### src/rtl/id_stage_p_if.sv
// Decode-stage bundle: IF/ID slot, write-back port, EX feedback, and the registered ID/EX outputs.
// master drives the IF/ID, WB and EX-feedback side; slave is the decode stage itself.
interface id_stage_p_if #(parameter int XLEN = 32);
  logic [XLEN-1:0] PC_ID;
  logic [31:0]     INSTRUCTION_ID;
  logic            VALID_ID;
  logic            RegWrite_WB;
  logic [4:0]      RD_WB;
  logic [XLEN-1:0] ALU_DATA_WB;
  logic [4:0]      RD_EX;
  logic            MemRead_EX;
  logic            FLUSH_EX;

  logic [XLEN-1:0] PC_EX;
  logic [XLEN-1:0] IMM_EX;
  logic [XLEN-1:0] REG_DATA1_EX;
  logic [XLEN-1:0] REG_DATA2_EX;
  logic [2:0]      FUNCT3_EX;
  logic [6:0]      FUNCT7_EX;
  logic [4:0]      RD_IDEX;
  logic [4:0]      RS1_IDEX;
  logic [4:0]      RS2_IDEX;
  logic            VALID_EX;
  logic            RegWrite_EX;
  logic            MemtoReg_EX;
  logic            MemRead_EX_o;
  logic            MemWrite_EX;
  logic            Branch_EX;
  logic            ALUSrc_EX;
  logic [1:0]      ALUop_EX;
  logic            PC_write;
  logic            IF_ID_Write;
  logic [15:0]     STALL_CNT;

  modport master (
    output PC_ID, INSTRUCTION_ID, VALID_ID, RegWrite_WB, RD_WB, ALU_DATA_WB,
           RD_EX, MemRead_EX, FLUSH_EX,
    input  PC_EX, IMM_EX, REG_DATA1_EX, REG_DATA2_EX, FUNCT3_EX, FUNCT7_EX,
           RD_IDEX, RS1_IDEX, RS2_IDEX, VALID_EX, RegWrite_EX, MemtoReg_EX,
           MemRead_EX_o, MemWrite_EX, Branch_EX, ALUSrc_EX, ALUop_EX,
           PC_write, IF_ID_Write, STALL_CNT
  );

  modport slave (
    input  PC_ID, INSTRUCTION_ID, VALID_ID, RegWrite_WB, RD_WB, ALU_DATA_WB,
           RD_EX, MemRead_EX, FLUSH_EX,
    output PC_EX, IMM_EX, REG_DATA1_EX, REG_DATA2_EX, FUNCT3_EX, FUNCT7_EX,
           RD_IDEX, RS1_IDEX, RS2_IDEX, VALID_EX, RegWrite_EX, MemtoReg_EX,
           MemRead_EX_o, MemWrite_EX, Branch_EX, ALUSrc_EX, ALUop_EX,
           PC_write, IF_ID_Write, STALL_CNT
  );
endinterface

### src/rtl/id_stage_p.sv
// RISC-V decode stage: control decode, immediate, register file, load-use stall FSM, ID/EX register.
// Latency: 1 cycle to ID/EX. Backpressure: PC_write/IF_ID_Write drop while a load-use stall is held.
module id_stage_p #(
  parameter int XLEN       = 32,
  parameter int REG_COUNT  = 32,
  parameter int LOAD_STALL = 1,
  parameter int WB_BYPASS  = 1
) (
  input logic         clk,
  input logic         reset,
  id_stage_p_if.slave bus
);
  localparam int         AW        = (REG_COUNT > 1) ? $clog2(REG_COUNT) : 1;
  localparam logic [5:0] RC        = 6'(REG_COUNT);
  localparam logic [1:0] HOLD_INIT = 2'(LOAD_STALL - 1);

  typedef enum logic {RUN, HOLD} state_e;

  typedef struct packed {
    logic       reg_write;
    logic       mem_to_reg;
    logic       mem_read;
    logic       mem_write;
    logic       branch;
    logic       alu_src;
    logic [1:0] alu_op;
  } ctl_t;

  typedef struct packed {
    logic [XLEN-1:0] pc;
    logic [XLEN-1:0] imm;
    logic [XLEN-1:0] rd1;
    logic [XLEN-1:0] rd2;
    logic [2:0]      f3;
    logic [6:0]      f7;
    logic [4:0]      rd;
    logic [4:0]      rs1;
    logic [4:0]      rs2;
  } idex_t;

  state_e          state_q, state_d;
  logic [1:0]      cnt_q, cnt_d;
  logic [15:0]     stall_cnt_q;
  idex_t           idex_q;
  ctl_t            ctl_q;
  logic            valid_q;
  logic [XLEN-1:0] rf_q [REG_COUNT];

  logic [31:0]     inst;
  logic [6:0]      opcode;
  logic [4:0]      ridx [2];
  logic [XLEN-1:0] rdat [2];
  ctl_t            ctl;
  logic [XLEN-1:0] imm;
  logic            wb_hit;
  logic            hit;
  logic            stall;

  assign inst    = bus.INSTRUCTION_ID;
  assign opcode  = inst[6:0];
  assign ridx[0] = inst[19:15];
  assign ridx[1] = inst[24:20];

  always_comb begin
    ctl = '0;
    imm = '0;
    case (opcode)
      7'b0110011: begin
        ctl.reg_write = 1'b1;
        ctl.alu_op    = 2'b10;
      end
      7'b0010011: begin
        ctl.alu_src   = 1'b1;
        ctl.reg_write = 1'b1;
        ctl.alu_op    = 2'b10;
        imm           = {{(XLEN-12){inst[31]}}, inst[31:20]};
      end
      7'b0000011: begin
        ctl.alu_src    = 1'b1;
        ctl.mem_to_reg = 1'b1;
        ctl.reg_write  = 1'b1;
        ctl.mem_read   = 1'b1;
        imm            = {{(XLEN-12){inst[31]}}, inst[31:20]};
      end
      7'b0100011: begin
        ctl.alu_src   = 1'b1;
        ctl.mem_write = 1'b1;
        imm           = {{(XLEN-12){inst[31]}}, inst[31:25], inst[11:7]};
      end
      7'b1100011: begin
        ctl.branch = 1'b1;
        ctl.alu_op = 2'b01;
        imm        = {{(XLEN-12){inst[31]}}, inst[7], inst[30:25], inst[11:8], 1'b0};
      end
      default: ;
    endcase
  end

  // Out-of-range indices are never written, so they are also masked to zero on read.
  assign wb_hit = bus.RegWrite_WB && (bus.RD_WB != 5'd0) && ({1'b0, bus.RD_WB} < RC);

  always_comb begin
    for (int p = 0; p < 2; p++) begin
      rdat[p] = '0;
      if ((ridx[p] != 5'd0) && ({1'b0, ridx[p]} < RC)) begin
        if ((WB_BYPASS != 0) && wb_hit && (bus.RD_WB == ridx[p])) rdat[p] = bus.ALU_DATA_WB;
        else                                                      rdat[p] = rf_q[ridx[p][AW-1:0]];
      end
    end
  end

  assign hit = bus.VALID_ID && bus.MemRead_EX && (bus.RD_EX != 5'd0) &&
               ((bus.RD_EX == ridx[0]) || (bus.RD_EX == ridx[1]));

  always_comb begin
    state_d = state_q;
    cnt_d   = cnt_q;
    stall   = 1'b0;
    if (bus.FLUSH_EX) begin
      state_d = RUN;
      cnt_d   = 2'd0;
    end else begin
      case (state_q)
        RUN: begin
          if (hit) begin
            stall = 1'b1;
            if (LOAD_STALL > 1) begin
              state_d = HOLD;
              cnt_d   = HOLD_INIT;
            end
          end
        end
        HOLD: begin
          stall = 1'b1;
          cnt_d = cnt_q - 2'd1;
          if (cnt_q <= 2'd1) state_d = RUN;
        end
        default: state_d = RUN;
      endcase
    end
    if (reset) stall = 1'b0;
  end

  always_ff @(posedge clk) begin
    if (reset) begin
      state_q     <= RUN;
      cnt_q       <= 2'd0;
      stall_cnt_q <= 16'd0;
      idex_q      <= '0;
      ctl_q       <= '0;
      valid_q     <= 1'b0;
      for (int i = 0; i < REG_COUNT; i++) rf_q[i] <= '0;
    end else begin
      state_q <= state_d;
      cnt_q   <= cnt_d;
      if (wb_hit) rf_q[bus.RD_WB[AW-1:0]] <= bus.ALU_DATA_WB;
      if (stall && (stall_cnt_q != 16'hFFFF)) stall_cnt_q <= stall_cnt_q + 16'd1;
      // Bubbles clear only valid and controls; data fields keep their last values.
      if (stall || bus.FLUSH_EX) begin
        valid_q <= 1'b0;
        ctl_q   <= '0;
      end else begin
        valid_q <= bus.VALID_ID;
        ctl_q   <= bus.VALID_ID ? ctl : '0;
        idex_q  <= '{pc: bus.PC_ID, imm: imm, rd1: rdat[0], rd2: rdat[1],
                     f3: inst[14:12], f7: inst[31:25], rd: inst[11:7],
                     rs1: ridx[0], rs2: ridx[1]};
      end
    end
  end

  assign bus.PC_EX        = idex_q.pc;
  assign bus.IMM_EX       = idex_q.imm;
  assign bus.REG_DATA1_EX = idex_q.rd1;
  assign bus.REG_DATA2_EX = idex_q.rd2;
  assign bus.FUNCT3_EX    = idex_q.f3;
  assign bus.FUNCT7_EX    = idex_q.f7;
  assign bus.RD_IDEX      = idex_q.rd;
  assign bus.RS1_IDEX     = idex_q.rs1;
  assign bus.RS2_IDEX     = idex_q.rs2;
  assign bus.VALID_EX     = valid_q;
  assign bus.RegWrite_EX  = ctl_q.reg_write;
  assign bus.MemtoReg_EX  = ctl_q.mem_to_reg;
  assign bus.MemRead_EX_o = ctl_q.mem_read;
  assign bus.MemWrite_EX  = ctl_q.mem_write;
  assign bus.Branch_EX    = ctl_q.branch;
  assign bus.ALUSrc_EX    = ctl_q.alu_src;
  assign bus.ALUop_EX     = ctl_q.alu_op;
  assign bus.PC_write     = ~stall;
  assign bus.IF_ID_Write  = ~stall;
  assign bus.STALL_CNT    = stall_cnt_q;
endmodule

### src/flat_wrapper.sv
// flat-port wrapper written by rule: the top's interface ports become plain ports
module id_stage_p_flat 
#(
  parameter int XLEN       = 32,
  parameter int REG_COUNT  = 32,
  parameter int LOAD_STALL = 1,
  parameter int WB_BYPASS  = 1
)
  (clk, reset, bus_PC_ID, bus_INSTRUCTION_ID, bus_VALID_ID, bus_RegWrite_WB, bus_RD_WB, bus_ALU_DATA_WB, bus_RD_EX, bus_MemRead_EX, bus_FLUSH_EX, bus_PC_EX, bus_IMM_EX, bus_REG_DATA1_EX, bus_REG_DATA2_EX, bus_FUNCT3_EX, bus_FUNCT7_EX, bus_RD_IDEX, bus_RS1_IDEX, bus_RS2_IDEX, bus_VALID_EX, bus_RegWrite_EX, bus_MemtoReg_EX, bus_MemRead_EX_o, bus_MemWrite_EX, bus_Branch_EX, bus_ALUSrc_EX, bus_ALUop_EX, bus_PC_write, bus_IF_ID_Write, bus_STALL_CNT);
  id_stage_p_if #(.XLEN(XLEN)) bus_i ();
  input logic clk;
  input logic reset;
  input wire logic [$bits(bus_i.PC_ID)-1:0] bus_PC_ID;
  input wire logic [$bits(bus_i.INSTRUCTION_ID)-1:0] bus_INSTRUCTION_ID;
  input wire logic [$bits(bus_i.VALID_ID)-1:0] bus_VALID_ID;
  input wire logic [$bits(bus_i.RegWrite_WB)-1:0] bus_RegWrite_WB;
  input wire logic [$bits(bus_i.RD_WB)-1:0] bus_RD_WB;
  input wire logic [$bits(bus_i.ALU_DATA_WB)-1:0] bus_ALU_DATA_WB;
  input wire logic [$bits(bus_i.RD_EX)-1:0] bus_RD_EX;
  input wire logic [$bits(bus_i.MemRead_EX)-1:0] bus_MemRead_EX;
  input wire logic [$bits(bus_i.FLUSH_EX)-1:0] bus_FLUSH_EX;
  output wire logic [$bits(bus_i.PC_EX)-1:0] bus_PC_EX;
  output wire logic [$bits(bus_i.IMM_EX)-1:0] bus_IMM_EX;
  output wire logic [$bits(bus_i.REG_DATA1_EX)-1:0] bus_REG_DATA1_EX;
  output wire logic [$bits(bus_i.REG_DATA2_EX)-1:0] bus_REG_DATA2_EX;
  output wire logic [$bits(bus_i.FUNCT3_EX)-1:0] bus_FUNCT3_EX;
  output wire logic [$bits(bus_i.FUNCT7_EX)-1:0] bus_FUNCT7_EX;
  output wire logic [$bits(bus_i.RD_IDEX)-1:0] bus_RD_IDEX;
  output wire logic [$bits(bus_i.RS1_IDEX)-1:0] bus_RS1_IDEX;
  output wire logic [$bits(bus_i.RS2_IDEX)-1:0] bus_RS2_IDEX;
  output wire logic [$bits(bus_i.VALID_EX)-1:0] bus_VALID_EX;
  output wire logic [$bits(bus_i.RegWrite_EX)-1:0] bus_RegWrite_EX;
  output wire logic [$bits(bus_i.MemtoReg_EX)-1:0] bus_MemtoReg_EX;
  output wire logic [$bits(bus_i.MemRead_EX_o)-1:0] bus_MemRead_EX_o;
  output wire logic [$bits(bus_i.MemWrite_EX)-1:0] bus_MemWrite_EX;
  output wire logic [$bits(bus_i.Branch_EX)-1:0] bus_Branch_EX;
  output wire logic [$bits(bus_i.ALUSrc_EX)-1:0] bus_ALUSrc_EX;
  output wire logic [$bits(bus_i.ALUop_EX)-1:0] bus_ALUop_EX;
  output wire logic [$bits(bus_i.PC_write)-1:0] bus_PC_write;
  output wire logic [$bits(bus_i.IF_ID_Write)-1:0] bus_IF_ID_Write;
  output wire logic [$bits(bus_i.STALL_CNT)-1:0] bus_STALL_CNT;
  assign bus_i.PC_ID = bus_PC_ID;
  assign bus_i.INSTRUCTION_ID = bus_INSTRUCTION_ID;
  assign bus_i.VALID_ID = bus_VALID_ID;
  assign bus_i.RegWrite_WB = bus_RegWrite_WB;
  assign bus_i.RD_WB = bus_RD_WB;
  assign bus_i.ALU_DATA_WB = bus_ALU_DATA_WB;
  assign bus_i.RD_EX = bus_RD_EX;
  assign bus_i.MemRead_EX = bus_MemRead_EX;
  assign bus_i.FLUSH_EX = bus_FLUSH_EX;
  assign bus_PC_EX = bus_i.PC_EX;
  assign bus_IMM_EX = bus_i.IMM_EX;
  assign bus_REG_DATA1_EX = bus_i.REG_DATA1_EX;
  assign bus_REG_DATA2_EX = bus_i.REG_DATA2_EX;
  assign bus_FUNCT3_EX = bus_i.FUNCT3_EX;
  assign bus_FUNCT7_EX = bus_i.FUNCT7_EX;
  assign bus_RD_IDEX = bus_i.RD_IDEX;
  assign bus_RS1_IDEX = bus_i.RS1_IDEX;
  assign bus_RS2_IDEX = bus_i.RS2_IDEX;
  assign bus_VALID_EX = bus_i.VALID_EX;
  assign bus_RegWrite_EX = bus_i.RegWrite_EX;
  assign bus_MemtoReg_EX = bus_i.MemtoReg_EX;
  assign bus_MemRead_EX_o = bus_i.MemRead_EX_o;
  assign bus_MemWrite_EX = bus_i.MemWrite_EX;
  assign bus_Branch_EX = bus_i.Branch_EX;
  assign bus_ALUSrc_EX = bus_i.ALUSrc_EX;
  assign bus_ALUop_EX = bus_i.ALUop_EX;
  assign bus_PC_write = bus_i.PC_write;
  assign bus_IF_ID_Write = bus_i.IF_ID_Write;
  assign bus_STALL_CNT = bus_i.STALL_CNT;
  id_stage_p #(.XLEN(XLEN), .REG_COUNT(REG_COUNT), .LOAD_STALL(LOAD_STALL), .WB_BYPASS(WB_BYPASS)) u_core (.clk(clk), .reset(reset), .bus(bus_i));
endmodule
### config.mk
export PLATFORM = sky130hd
export DESIGN_NAME = id_stage_p_flat
export DESIGN_NICKNAME = d
export VERILOG_FILES = /design/src/rtl/id_stage_p_if.sv /design/src/rtl/id_stage_p.sv /design/src/flat_wrapper.sv
export SDC_FILE = /design/constraint.sdc
export NUM_CORES = 2
export LEC_CHECK = 0
export CORE_UTILIZATION = 65
export CTS_BUF_LIST = sky130_fd_sc_hd__clkbuf_8
export DETAILED_ROUTE_END_ITERATION = 8
export PLACE_DENSITY = 0.82
export SLEW_MARGIN = 40
export SYNTH_ARGS = -nofsm -noshare
export SYNTH_HDL_FRONTEND = slang
export SYNTH_SLANG_ARGS = --single-unit
### constraint.sdc
create_clock -name clk -period 13.9 [get_ports clk]
set_input_delay 2.085 -clock clk [delete_from_list [all_inputs] [get_ports clk]]
set_output_delay 2.085 -clock clk [all_outputs]
set_load 0.005 [all_outputs]
==> results_tabular.tex <==
\begin{tabular}{lr}
\hline
Metric & Value \\
\hline
\multicolumn{2}{l}{\textbf{Global route}} \\
\quad Maximum number of pins on one net before global-route repair & 86 \\
\quad Most utilized layer in the global route result & met2 \\
\quad Met2 track utilization from global routing & 58.9\% \\
\quad Met1 usage & 52.2\% \\
\quad Global-route wire length before repair & 260,000 um \\
\quad Total routing usage reported by global routing & 39.2\% \\
\quad Grt ovf & 0 \\
\quad Met3 Use GR & 10.9\% \\
\quad Antenna violations before repair & 8 \\
\quad Vias in the first global route & 38.8k \\
\multicolumn{2}{l}{\textbf{Power}} \\
\quad Cell Pwr Density & 118 mW/mm\^{}2 \\
\quad Leakage component of the power & 23.4 nW \\
\quad Worst IR drop on VDD & 104 uV \\
\multicolumn{2}{l}{\textbf{STA}} \\
\quad Final hold violations & 0 \\
\quad Fraction of the cycle the final worst path needs & 48.8\% \\
\quad Max-slew violation count & 0 \\
\quad Setup repair after global routing missed its margin & false \\
\quad Max transition margin & 37.8\% \\
\quad Maximum clock frequency & 147 MHz \\
\quad Shortest period the worst path allows & 6.78 ns \\
\quad Maximum clock skew at final layout & 0.0400 ns \\
\quad Endpoints failing setup & 0 \\
\quad Final sum of negative setup slack & 0 ns \\
\quad Min Hold Slack & 0.450 ns \\
\quad Tightest Pin Transition & 0.932 ns \\
\multicolumn{2}{l}{\textbf{Worst setup path}} \\
\quad Critical path data required time & 11.81 ns \\
\quad Arrival time reported for the critical path endpoint & 4.70 ns \\
\quad Crit-path slowest cell & sky130\_fd\_sc\_hd\_\_or4\_1 \\
\quad Depth of the most critical reg-to-reg path & 6 \\
\quad Stage delay of the slowest cell on the critical path & 0.56 ns \\
\quad Critical path startpoint category & primary input \\
\quad Critical register-to-register path endpoint & u\_core.bus.REG\_DATA1\_EX[7] \\
\quad Sort of element at the end of the critical path & output port \\
\quad Cell type with the highest occurrence count on the critical path & sky130\_fd\_sc\_hd\_\_clkdlybuf4s50\_1 \\
\quad Startpoint of the most critical register-to-register path & u\_core.state\_q \\
\quad Register-to-register path setup slack & 11.41 ns \\
\quad Combined buffer and inverter count along the critical path & 3 \\
\quad Cell breakdown of the critical path & clkdlybuf4s50\_1, or4\_1, o211ai\_2, inv\_2, a21o\_1, nand2\_1, clkdlybuf4s50\_1 \\
\quad CP Launch Point & bus\_RD\_EX[0] \\
\quad Start-to-end type of the worst setup path & in -> out \\
\quad Family of cells with the greatest summed delay on the critical path & buffers and inverters \\
\quad Maximum net fanout on the critical path & 6 \\
\multicolumn{2}{l}{\textbf{Flow run}} \\
\quad Number of maximum-capacitance constraint violations & 0 \\
\multicolumn{2}{l}{\textbf{Yosys}} \\
\quad Leading post-synthesis cells by cell area & sky130\_fd\_sc\_hd\_\_edfxtp\_1 (51\%), sky130\_fd\_sc\_hd\_\_mux4\_2 (24\%), sky130\_fd\_sc\_hd\_\_and2\_1 (10\%), sky130\_fd\_sc\_hd\_\_dfxtp\_1 (5.3\%), sky130\_fd\_sc\_hd\_\_clkbuf\_1 (1.9\%) \\
\quad Flip-flop cell with the highest count after synthesis & sky130\_fd\_sc\_hd\_\_edfxtp\_1 \\
\quad Number of warnings printed during yosys synthesis & 0 \\
\quad Sequential-to-total area share from yosys stat & 56.2\% \\
\quad Area of the mapped netlist & 0.0605 sq mm \\
\quad Synthesized area per cell & 15.5 sq um \\
\quad Distinct cell type count of the synthesized netlist & 58 \\
\quad Most frequent cells after synthesis & sky130\_fd\_sc\_hd\_\_edfxtp\_1 (1,024), sky130\_fd\_sc\_hd\_\_and2\_1 (993), sky130\_fd\_sc\_hd\_\_mux4\_2 (637) \\
\quad Synth Instances & 3,905 \\
\quad Share of flip-flops with an asynchronous set or reset after synthesis & 0\% \\
\quad Register bit total from synthesis & 1,185 \\
\quad Portion of synthesized cell area occupied by the leading cell type & 50.9\% \\
\quad Yosys top cell by area & sky130\_fd\_sc\_hd\_\_edfxtp\_1 \\
\quad Count of flip-flops with a built-in enable after synthesis & 1,024 \\
\quad Most instantiated library cell after synthesis & sky130\_fd\_sc\_hd\_\_edfxtp\_1 \\
\multicolumn{2}{l}{\textbf{Clocking}} \\
\quad Post-CTS setup buffer count & 0 \\
\quad Number of buffers inserted for hold repair after clock tree synthesis & 0 \\
\quad Total of cells resized after clock tree synthesis & 0 \\
\quad CTS tree & done \\
\quad Clock H-tree levels & 4 \\
\quad Largest buffer count on any clock path & 3 \\
\quad Clock transition at the registers of the reported paths & 0.06 ns \\
\quad Sinks on Clock Net & 1,185 \\
\quad Clock Root Buffer & sky130\_fd\_sc\_hd\_\_clkbuf\_8 \\
\quad Number of CTS-inserted buffers & 188 \\
\quad Skew-Pair Late Insertion Delay & 0.88 ns \\
\multicolumn{2}{l}{\textbf{Route}} \\
\quad Routed via count divided by cell count & 7.05 \\
\quad Number of remaining DRC errors & 0 \\
\quad Vias after detailed routing & 38.8k \\
\quad Routed len/inst & 33.0 um \\
\quad Residual antenna-violating net count after detailed routing & 0 \\
\quad Iteration-0 DRC count of the detailed router & 5,979 \\
\quad Total wirelength of the detailed-routed design & 182,000 um \\
\quad Drt first pass iters & 5 \\
\multicolumn{2}{l}{\textbf{Outcome}} \\
\quad Status & finished clean \\
\multicolumn{2}{l}{\textbf{Floorplanning}} \\
\quad Num rows & 111 \\
\quad Overall die width & 307 um \\
\quad Initial core utilization & 65.8\% \\
\quad Core Footprint & 0.0919 sq mm \\
\quad Ports & 292 \\
\quad Die Ht & 307 um \\
\quad Die area & 0.0943 sq mm \\
\multicolumn{2}{l}{\textbf{Place}} \\
\quad Global placement routability congestion & 0.872 \\
\quad IO buf count & 291 \\
\quad Post-DP HPWL & 104,000 um \\
\multicolumn{2}{l}{\textbf{Min path}} \\
\quad Min-Delay Path Depth & 2 \\
\quad Worst Hold Path EP & u\_core.bus.PC\_EX[28] \\
\quad Min-Delay Startpoint & u\_core.bus.PC\_EX[28] \\
\quad Path category of the worst min-delay check & reg -> reg \\
\multicolumn{2}{l}{\textbf{Final layout}} \\
\quad Total Nets Final & 4,203 \\
\quad Layout area overhead & 12.6\% \\
\quad Share of cells above drive strength 1 & 26.3\% \\
\hline
\end{tabular}
[logic make-up (layout without fill, tap and decap cells)]
kind of cell             count (synthesis)  in the layout  synth area share [%]
AND/OR/NAND/NOR                       1330           1330                  12.9
multiplexers                           710            710                  24.9
adder cells (fa/ha/maj)                  2              2                0.0414
XOR/XNOR                                21             21                 0.304
buffers and inverters                  446            760                  3.17
flip-flops                            1185           1185                  56.2
AO/OA/AOI/OAI                          210            210                  2.47
other                                    1             40               0.00620
[state kept, by name, indices dropped and copies added (netlist names)]
signal                   cells
u_core.bus.RS2_IDEX          5
u_core.bus.PC_EX            32
u_core.bus.VALID_EX          1
u_core.rf_q               1024
u_core.bus.REG_DATA1_EX     32
u_core.bus.RegWrite_EX       1
u_core.bus.REG_DATA2_EX     32
u_core.cnt_q                 2
u_core.bus.ALUop_EX          2
u_core.bus.IMM_EX           13
u_core.bus.MemWrite_EX       1
u_core.bus.FUNCT7_EX         7
u_core.bus.RS1_IDEX          5
u_core.bus.MemRead_EX_o      1
u_core.state_q               1
u_core.bus.STALL_CNT        16
u_core.bus.RD_IDEX           5
u_core.bus.FUNCT3_EX         3
u_core.bus.ALUSrc_EX         1
u_core.bus.Branch_EX         1
[worst reg2reg max path: stages, from the launching register on]
cell and delay (ns):
sky130_fd_sc_hd__dfxtp_1 0.39, sky130_fd_sc_hd__nor2_1 0.30, sky130_fd_sc_hd__a21boi_4 0.23, sky130_fd_sc_hd__buf_4 0.60, sky130_fd_sc_hd__nor2_4 0.07, sky130_fd_sc_hd__buf_6 0.30, sky130_fd_sc_hd__a221o_1 0.52
[where the power goes]
group	internal [mW]	total, mW	switching [mW]
logic	0.479	1.01	0.531
clock network	1.44	2.85	1.41
registers	4.06	4.18	0.116
total	5.98	8.04	2.06
[placed cells by master (no fill, tap or decap), types with 64 or more instances in the layout]
master                            count
sky130_fd_sc_hd__a21oi_1             77
sky130_fd_sc_hd__a221o_1             64
sky130_fd_sc_hd__and2_1             993
sky130_fd_sc_hd__buf_4               95
sky130_fd_sc_hd__clkbuf_8           206
sky130_fd_sc_hd__clkdlybuf4s50_1    251
sky130_fd_sc_hd__dfxtp_1            161
sky130_fd_sc_hd__edfxtp_1          1024
sky130_fd_sc_hd__inv_1               78
sky130_fd_sc_hd__mux2i_1             69
sky130_fd_sc_hd__mux4_2             637
sky130_fd_sc_hd__nand2_1            139
sky130_fd_sc_hd__nor3_1              71
[through the flow]
step	utilization, %	cells	instance area (sq um)	setup WS (ns)	power, mW
floorplan	-	3936	60600	7.87	4.82
global placement	70.1	5137	64500	7.14	5.20
detailed placement	70.1	5141	64400	7.16	5.23
CTS	74.0	5492	68000	7.15	8.02
global route	74.0	5497	68100	7.02	8.24
finish	74.0	5501	68100	7.12	8.04
[worst max-delay path by stage]
stage	to	slack, ns	cells after the start
after detailed placement	bus_PC_write	7.16	7
after floorplan	u_core.rf_q[20][0]	7.87	7
final	bus_PC_write	7.12	7
after CTS	bus_PC_write	7.15	7
after global routing	bus_PC_write	7.02	7
after global placement	bus_PC_write	7.14	7
[layout make-up]
| cell class | instances | area [sq um] |
|---|---|---|
| Multi-Input combinational cell | 2305 | 25200 |
| Clock inverter | 145 | 736 |
| Timing Repair Buffer | 401 | 3730 |
| Fill cell | 5564 | 23900 |
| Tap cell | 1243 | 1560 |
| Clock buffer | 206 | 2840 |
| Antenna cell | 8 | 20.0 |
| Sequential cell | 1185 | 34000 |
| Inverter | 8 | 30.0 |
[routing by layer]
metal,part of all wire (%),vias up
li1,-,15400
met1,33,19500
met2,46,3326
met3,14,586
met4,6.0,6
met5,0.017,-
Note: power is estimated with default switching activity, not from simulation.
